==> config.mk <==
export PLATFORM = sky130hd
export DESIGN_NAME = aes_enc_feeder
export DESIGN_NICKNAME = d
export VERILOG_FILES = /design/src/rtl/aes_pkg.sv /design/src/rtl/aes_byte_shifter.sv /design/src/rtl/aes_enc_feeder.sv
export SDC_FILE = /design/constraint.sdc
export NUM_CORES = 1
export LEC_CHECK = 0
export ABC_CLOCK_PERIOD_IN_PS = 15700
export CORE_MARGIN = 2
export CORE_UTILIZATION = 50
export DETAILED_ROUTE_END_ITERATION = 12
export GPL_TIMING_DRIVEN = 0
export PLACE_DENSITY = 0.79
export RECOVER_POWER = 50
export SETUP_SLACK_MARGIN = 0.1
export SLEW_MARGIN = 20
export SYNTH_ARGS = -nofsm -noshare
export SYNTH_HDL_FRONTEND = slang
export SYNTH_SLANG_ARGS = --single-unit
==> constraint.sdc <==
create_clock -name clk -period 15.7 [get_ports clk]
set_input_delay 1.57 -clock clk [delete_from_list [all_inputs] [get_ports clk]]
set_output_delay 1.57 -clock clk [all_outputs]
set_load 0.05 [all_outputs]
==> src/rtl/aes_pkg.sv <==
// Shared AES feeder definitions: block geometry, feeder FSM states and the key/plaintext pair payload.
package aes_pkg;

    localparam int unsigned AES_BLOCK_BITS    = 128;
    localparam int unsigned AES_BYTES         = 16;
    localparam int unsigned AES_BYTE_BITS     = 8;
    localparam int unsigned AES_BYTE_IDX_BITS = 4;

    typedef enum logic [1:0] {
        IDLE = 2'd0,
        FEED = 2'd1,
        WAIT = 2'd2
    } feeder_state_e;

    typedef struct packed {
        logic [AES_BLOCK_BITS-1:0] key;
        logic [AES_BLOCK_BITS-1:0] data;
    } aes_pair_t;

endpackage

==> src/rtl/aes_byte_shifter.sv <==
// 128-bit parallel-load register that presents its top byte and shifts left one byte per shift strobe.
module aes_byte_shifter
    import aes_pkg::*;
(
    input  logic                      clk,
    input  logic                      rst,
    input  logic                      load,
    input  logic                      shift,
    input  logic [AES_BLOCK_BITS-1:0] din,
    output logic [AES_BYTE_BITS-1:0]  byte_out
);

    logic [AES_BLOCK_BITS-1:0] sh_q;

    // Zeros fill from the bottom, so the word is empty once all 16 bytes have gone out.
    always_ff @(posedge clk or posedge rst) begin
        if (rst) begin
            sh_q <= '0;
        end else if (load) begin
            sh_q <= din;
        end else if (shift) begin
            sh_q <= {sh_q[AES_BLOCK_BITS-AES_BYTE_BITS-1:0], {AES_BYTE_BITS{1'b0}}};
        end
    end

    assign byte_out = sh_q[AES_BLOCK_BITS-1 -: AES_BYTE_BITS];

endmodule

==> src/rtl/aes_enc_feeder.sv <==
// Accepts a key/plaintext pair, streams it MSB-first byte-serially into an AES core,
// then waits for core_ready with a bounded timeout.
module aes_enc_feeder
    import aes_pkg::*;
#(
    parameter int unsigned TIMEOUT_CYCLES = 255
) (
    input  logic                      clk,
    input  logic                      rst,
    input  logic                      in_valid,
    output logic                      in_ready,
    input  logic [AES_BLOCK_BITS-1:0] in_key,
    input  logic [AES_BLOCK_BITS-1:0] in_data,
    output logic [AES_BYTE_BITS-1:0]  key_byte,
    output logic [AES_BYTE_BITS-1:0]  state_byte,
    output logic                      enable,
    input  logic                      core_ready,
    output logic                      done,
    output logic                      timeout,
    output logic                      busy
);

    localparam int unsigned WAIT_CNT_BITS = $clog2(TIMEOUT_CYCLES + 1) + 1;
    localparam logic [WAIT_CNT_BITS-1:0] WAIT_LIMIT = WAIT_CNT_BITS'(TIMEOUT_CYCLES);
    localparam logic [AES_BYTE_IDX_BITS-1:0] LAST_BYTE = AES_BYTE_IDX_BITS'(AES_BYTES - 1);

    feeder_state_e                state_q, state_d;
    logic [AES_BYTE_IDX_BITS-1:0] byte_cnt_q, byte_cnt_d;
    logic [WAIT_CNT_BITS-1:0]     wait_cnt_q, wait_cnt_d, wait_cnt_inc;
    logic                         enable_d, done_d, timeout_d;
    logic                         load_c, shift_c, accept_c;
    aes_pair_t                    pair_c;

    assign in_ready     = (state_q == IDLE) && !rst;
    assign accept_c     = in_valid && in_ready;
    assign busy         = (state_q == FEED) || (state_q == WAIT);
    assign wait_cnt_inc = wait_cnt_q + WAIT_CNT_BITS'(1);
    assign pair_c       = '{key: in_key, data: in_data};

    // State and control registers.
    always_ff @(posedge clk or posedge rst) begin
        if (rst) begin
            state_q    <= IDLE;
            byte_cnt_q <= '0;
            wait_cnt_q <= '0;
            enable     <= 1'b0;
            done       <= 1'b0;
            timeout    <= 1'b0;
        end else begin
            state_q    <= state_d;
            byte_cnt_q <= byte_cnt_d;
            wait_cnt_q <= wait_cnt_d;
            enable     <= enable_d;
            done       <= done_d;
            timeout    <= timeout_d;
        end
    end

    // Next-state and control decode; done/timeout are single-cycle pulses by default.
    always_comb begin
        state_d    = state_q;
        byte_cnt_d = byte_cnt_q;
        wait_cnt_d = wait_cnt_q;
        enable_d   = enable;
        done_d     = 1'b0;
        timeout_d  = 1'b0;
        load_c     = 1'b0;
        shift_c    = 1'b0;

        case (state_q)
            IDLE: begin
                enable_d = 1'b0;
                if (accept_c) begin
                    state_d    = FEED;
                    byte_cnt_d = '0;
                    load_c     = 1'b1;
                    enable_d   = 1'b1;
                end
            end

            FEED: begin
                shift_c = 1'b1;
                if (byte_cnt_q == LAST_BYTE) begin
                    state_d    = WAIT;
                    wait_cnt_d = '0;
                end else begin
                    byte_cnt_d = byte_cnt_q + AES_BYTE_IDX_BITS'(1);
                end
            end

            WAIT: begin
                wait_cnt_d = wait_cnt_inc;
                // core_ready takes priority over an expiring timeout on the same edge.
                if (core_ready) begin
                    state_d    = IDLE;
                    enable_d   = 1'b0;
                    done_d     = 1'b1;
                    wait_cnt_d = '0;
                end else if (wait_cnt_inc >= WAIT_LIMIT) begin
                    state_d    = IDLE;
                    enable_d   = 1'b0;
                    timeout_d  = 1'b1;
                    wait_cnt_d = '0;
                end
            end

            default: begin
                state_d  = IDLE;
                enable_d = 1'b0;
            end
        endcase
    end

    aes_byte_shifter u_key_shifter (
        .clk      (clk),
        .rst      (rst),
        .load     (load_c),
        .shift    (shift_c),
        .din      (pair_c.key),
        .byte_out (key_byte)
    );

    aes_byte_shifter u_data_shifter (
        .clk      (clk),
        .rst      (rst),
        .load     (load_c),
        .shift    (shift_c),
        .din      (pair_c.data),
        .byte_out (state_byte)
    );

endmodule

After elaboration in Yosys (flattened, before gate mapping)
Cells that the tools add are included.
Widths: inputs -> output; s select.
{"block": "op_classes", "n_eq_ne": 7, "n_lt_le_gt_ge": 1, "mux": 27, "bitwise": 1, "n_reduce_logical": 12, "n_addsub": 2}
{"operator": "$mux 128", "n": 4}
{"operator": "$mux 9", "n": 3}
{"operator": "$pmux 9 s2", "n": 1}
{"operator": "$mux 1", "n": 10}
{"operator": "$add 9x1->9 const B", "n": 1}
{"operator": "$ge 9x8->1 const B", "n": 1}
{"operator": "$mux 2", "n": 4}
{"operator": "$mux 4", "n": 2}
{"operator": "$pmux 4 s2", "n": 1}
{"operator": "$pmux 2 s3", "n": 1}
{"operator": "$reduce_and 3->1", "n": 2}
{"operator": "$reduce_bool 2->1", "n": 3}
{"operator": "$add 4x1->4 const B", "n": 1}
{"operator": "$eq 4x4->1 const B", "n": 1}
{"operator": "$ne 2x2->1 const B", "n": 2}
{"operator": "$reduce_and 2->1", "n": 2}
{"operator": "$ne 3x2->1 const B", "n": 1}
{"operator": "$pmux 1 s3", "n": 1}
{"operator": "$eq 2x1->1 const B", "n": 1}
{"operator": "$eq 2x2->1 const B", "n": 1}
{"operator": "$logic_and 1x1->1", "n": 2}
{"operator": "$logic_not 2->1", "n": 1}
{"operator": "$ne 2x1->1 const B", "n": 1}
{"operator": "$logic_not 1->1", "n": 1}
{"operator": "other kinds (2)", "n": 2}
{"block": "totals", "out_inout_bits": 21, "register_bits": 274, "word_cells": 58, "inputBits": 260}

Depth between registers and ports, before layout
{"block": "logic_depth", "word_depth": 6, "depth_mapped": 10, "ltp_nobuf": 8}

Modules after synthesis
From an unflattened synthesis, not the netlist that was laid out.
{"block": "unflattened", "hier_cells": 1235, "hier_area_um2": 13101.3}
{"mod": "aes_byte_shifter", "cells_each": 563, "instances": 2, "area_per_inst_um2": 6020.8, "seq_area_each_um2": 3203.1}
{"mod": "aes_enc_feeder", "cells_each": 109, "instances": 1, "area_per_inst_um2": 1059.8, "seq_area_each_um2": 450.4}

Least setup slack after synthesis
OpenSTA, ideal clock, no wires.
{"block": "synth_path", "path_type": "input -> register", "from": "input rst", "to": "register u_key_shifter.sh_q[65]", "arrival_time_ns": 8.884, "path_buffers": 4, "setup_time_ns": 0.135, "path_stages": 7, "path_slack_ns": 6.681, "required_time_ns": 15.565, "cell_sequence": "inv_1 -> and3_1 -> buf_2 -> buf_2 -> clkbuf_1 -> clkbuf_1 -> o21ai_0"}
{"block": "synth_via", "elab_chain_len": 6, "word_cells_on_any_way": 7, "classes_between": "mux: 3; reduce/logical: 4"}
{"item": "start, declared", "line_no": "aes_enc_feeder.sv:9", "rtl": "input logic rst,"}
{"item": "$logic_not 1->1 (no line) *"}
{"item": "$logic_and 1x1->1 *", "line_no": "aes_enc_feeder.sv:34", "rtl": "assign in_ready = (state_q == IDLE) && !rst;"}
{"item": "$logic_and 1x1->1 *", "line_no": "aes_enc_feeder.sv:35", "rtl": "assign accept_c = in_valid && in_ready;"}
{"item": "$mux 1 *", "line_no": "aes_enc_feeder.sv:73", "rtl": "if (accept_c) begin"}
{"item": "$mux 1 *", "line_no": "aes_enc_feeder.sv:70", "rtl": "case (state_q)"}
{"item": "$mux 128 or $reduce_bool 2->1 (tied branches)"}
{"item": "end signal, assigned", "line_no": "aes_byte_shifter.sv:20", "rtl": "sh_q <= din;"}
{"item": "end signal, assigned", "line_no": "aes_byte_shifter.sv:22", "rtl": "sh_q <= {sh_q[AES_BLOCK_BITS-AES_BYTE_BITS-1:0], {AES_BYTE_BITS{1'b0}}};"}
{"item": "end, declared", "line_no": "aes_byte_shifter.sv:13", "rtl": "logic [AES_BLOCK_BITS-1:0] sh_q;"}
Mark *: on every way between the ends. The rest lies on a longest branch, timed or not.
A chain may end at the register's enable or synchronous reset.

==> run_results.csv <==
group,metric,value,unit
final_layout,finalNetCount,1825,
critical_path,endpoint_kind,"async pin",
synthesis,syn_area,12700,sq um
global_route,antenna_found_initial,1,
synthesis,netlist_instances,1245,
sta,finalSetupViolations,0,
clocking,cts_setup_buffers,0,
placement,io_buffers,280,
critical_path,path_cells,"dlygate4sd3_1 > clkinvlp_2 > clkbuf_1",
route,drt-vias-per-instance,5.40,
route,first_pass_iters,7,
power,cellPowerDensity,185,nW/um^2
status,outcome,"finished, violations left",
floorplan,ios,281,
clocking,root_buffer,"clkbuf_16",
clocking,clockBufferDepth,3,
route,wl_per_cell,18.0,um
clocking,postCtsHoldBufs,0,
critical_path,crit_required,15340,ps
run,maxCapViolCount,2,
min_path,worstHoldPathCells,1,
floorplan,start_util,0.507,
sta,drv_slew,173,
synthesis,ys_warn_count,0,
clocking,clock_sinks,274,
placement,dp_hpwl,25500,um
synthesis,synth_top_cell_by_area,"dfrtp_1",
global_route,grt_pass1_vias,10459,
critical_path,worstSetupStartpointType,"input port",
critical_path,critPathSlowestCell,"clkbuf_1",
critical_path,critPathMaxStageDelay,3110,ps
clocking,clk_pin_slew,60,ps
route,drt-initial-drc-count,719,
route,vias,10282,
critical_path,r2r_end,"wait_cnt_q[0]",
synthesis,syn_avg_cell_area,10.2,sq um
floorplan,row_count,58,
route,ant_nets,0,
final_layout,area_delta_synth_final,32.5,%
global_route,track_usage,0.258,
synthesis,synthArstFlopShare,1.00,
floorplan,coreArea,25100,sq um
global_route,grt_max_degree,106,
critical_path,path_max_fanout,88,
global_route,grt_overflow_total,0,
clocking,worst_skew_pair.late_latency,540,ps
critical_path,r2r_slack,12790,ps
synthesis,synthDistinctLibCells,43,
critical_path,crit_type,"input port to async pin",
critical_path,critPathArrivalTime,7580,ps
synthesis,ys_ff_latch,274,
sta,post-route-min-period,7940,ps
min_path,hold_path.class,"flip-flop to flip-flop",
synthesis,yosys.area.top_type_share,0.539,
synthesis,synth_edf_count,0,
critical_path,r2r.worst_path.cells,7,
synthesis,yosysSeqAreaShare,0.539,
sta,finalSetupTns,0,ps
synthesis,synth_top_flop_cell,"dfrtp_1",
clocking,cts_tree,"done",
clocking,cts_max_level,1,
final_layout,nFillCells,1965,
min_path,hold_start,"enable",
power,leakage,7.03,nW
sta,fmax,126,MHz
synthesis,synth_fp_nets,1512,
synthesis,synth_area_leaders,"dfrtp_1, mux2i_1, o21ai_0",
clocking,cts_resized,0,
critical_path,crit_end,"u_data_shifter.sh_q[56]",
final_layout,final_layout_size_suffix_gt1_frac,0.0464,
critical_path,r2r_start,"wait_cnt_q[0]",
status,failed_checks,"capacitance limit, slew limit",
floorplan,die_y,163,um
route,drc,0,
sta,whs,496,ps
power,ir_drop,0.0904,mV
sta,hold_viol,0,
clocking,cts_buffers,29,
sta,relSlewSlack,-1.84,
global_route,grt_pass1_wl,54800,um
critical_path,crit_path_start,"rst",
sta,rsz0062_at_grt,"no",
sta,post-route-period-util,0.506,
placement,place.gp.congestion,0.862,
synthesis,synthTopCellsByCount,"nand2_1, dfrtp_1, o21ai_0",
route,routed_wl,34300,um
sta,worstMarginPinSlew,4260,ps
synthesis,synth.most_common_cell,"nand2_1",
sta,clock_skew,17.1,ps
floorplan,die_area,26700,sq um
floorplan,die_x,163,um
==> layout make-up <==
type                            instances  area, sq um  area share
Clock inverter                         11          134     0.00794
Timing Repair Buffer                  282         2830       0.168
Tap cell                              330          413      0.0245
Antenna cell                            1         2.50    0.000148
Sequential cell                       274         6860       0.407
Multi-Input combinational cell        860         5340       0.317
Inverter                                8         31.3     0.00186
Clock buffer                           36          792      0.0470
Buffer                                103          457      0.0271
==> flip-flops by register name (all words and copies together) (netlist names) <==
signal and cells:
byte_cnt_q 4, done 1, enable 1, state_q 2, timeout 1, u_data_shifter.sh_q 128
u_key_shifter.sh_q 128, wait_cnt_q 9
==> critical path, delay by kind of cell <==
family,cells,cell delay [ps]
buf+inv,3,5880
==> cells by family (layout without fill, tap and decap cells) <==
kind of cell | Yosys count | in the layout | synth area share
AOI/OAI and AO/OA | 288 | 288 | 0.119
buffers and inverters | 111 | 440 | 0.0383
and+or+nand+nor | 318 | 318 | 0.102
xor gates and xnor gates | 2 | 2 | 0.00138
muxes | 245 | 245 | 0.193
DFF | 274 | 274 | 0.539
other | 0 | 1 | 0
adders and majority gates | 7 | 7 | 0.00689
==> metal layers <==
| metal | track usage | wire [um] |
|---|---|---|
| met5 | 0 | 0 |
| met4 | 0.0602 | 721 |
| met3 | 0.0378 | 2060 |
| met2 | 0.436 | 16500 |
| met1 | 0.355 | 15000 |
==> report_power, final <==
| part | internal (mW) | switching, mW | total [mW] |
|---|---|---|---|
| registers | 1.04 | 0.199 | 1.23 |
| clock network | 0.402 | 0.271 | 0.673 |
| logic | 0.548 | 0.660 | 1.21 |
| total | 1.99 | 1.13 | 3.12 |
==> how the worst min path moves through the flow <==
stage	end	slack, ps
floorplan	wait_cnt_q[8]	480
global placement	enable	480
detailed placement	enable	490
CTS	enable	500
global route	byte_cnt_q[0]	550
finish	enable	500
==> stage by stage <==
step	total power [mW]	instances	cell area [sq um]	utilization	setup WS (ps)
finish	3.12	1905	16900	0.671	7760
global route	3.32	1904	16900	0.671	6470
CTS	3.13	1904	16900	0.674	10940
detailed placement	2.45	1857	16000	0.637	10410
global placement	2.40	1855	15900	0.635	3380
floorplan	2.07	1245	12700	-	6570
==> cell usage in the layout, fill, tap and decap left out, types with 13 or more instances in the layout <==
cell type,count
nand2_1,280
clkdlybuf4s50_1,278
dfrtp_1,274
o21ai_0,266
mux2i_1,242
clkbuf_1,70
clkbuf_16,29
buf_4,17
buf_1,15
nor2_1,13
Power figures use the tool's default switching activity.
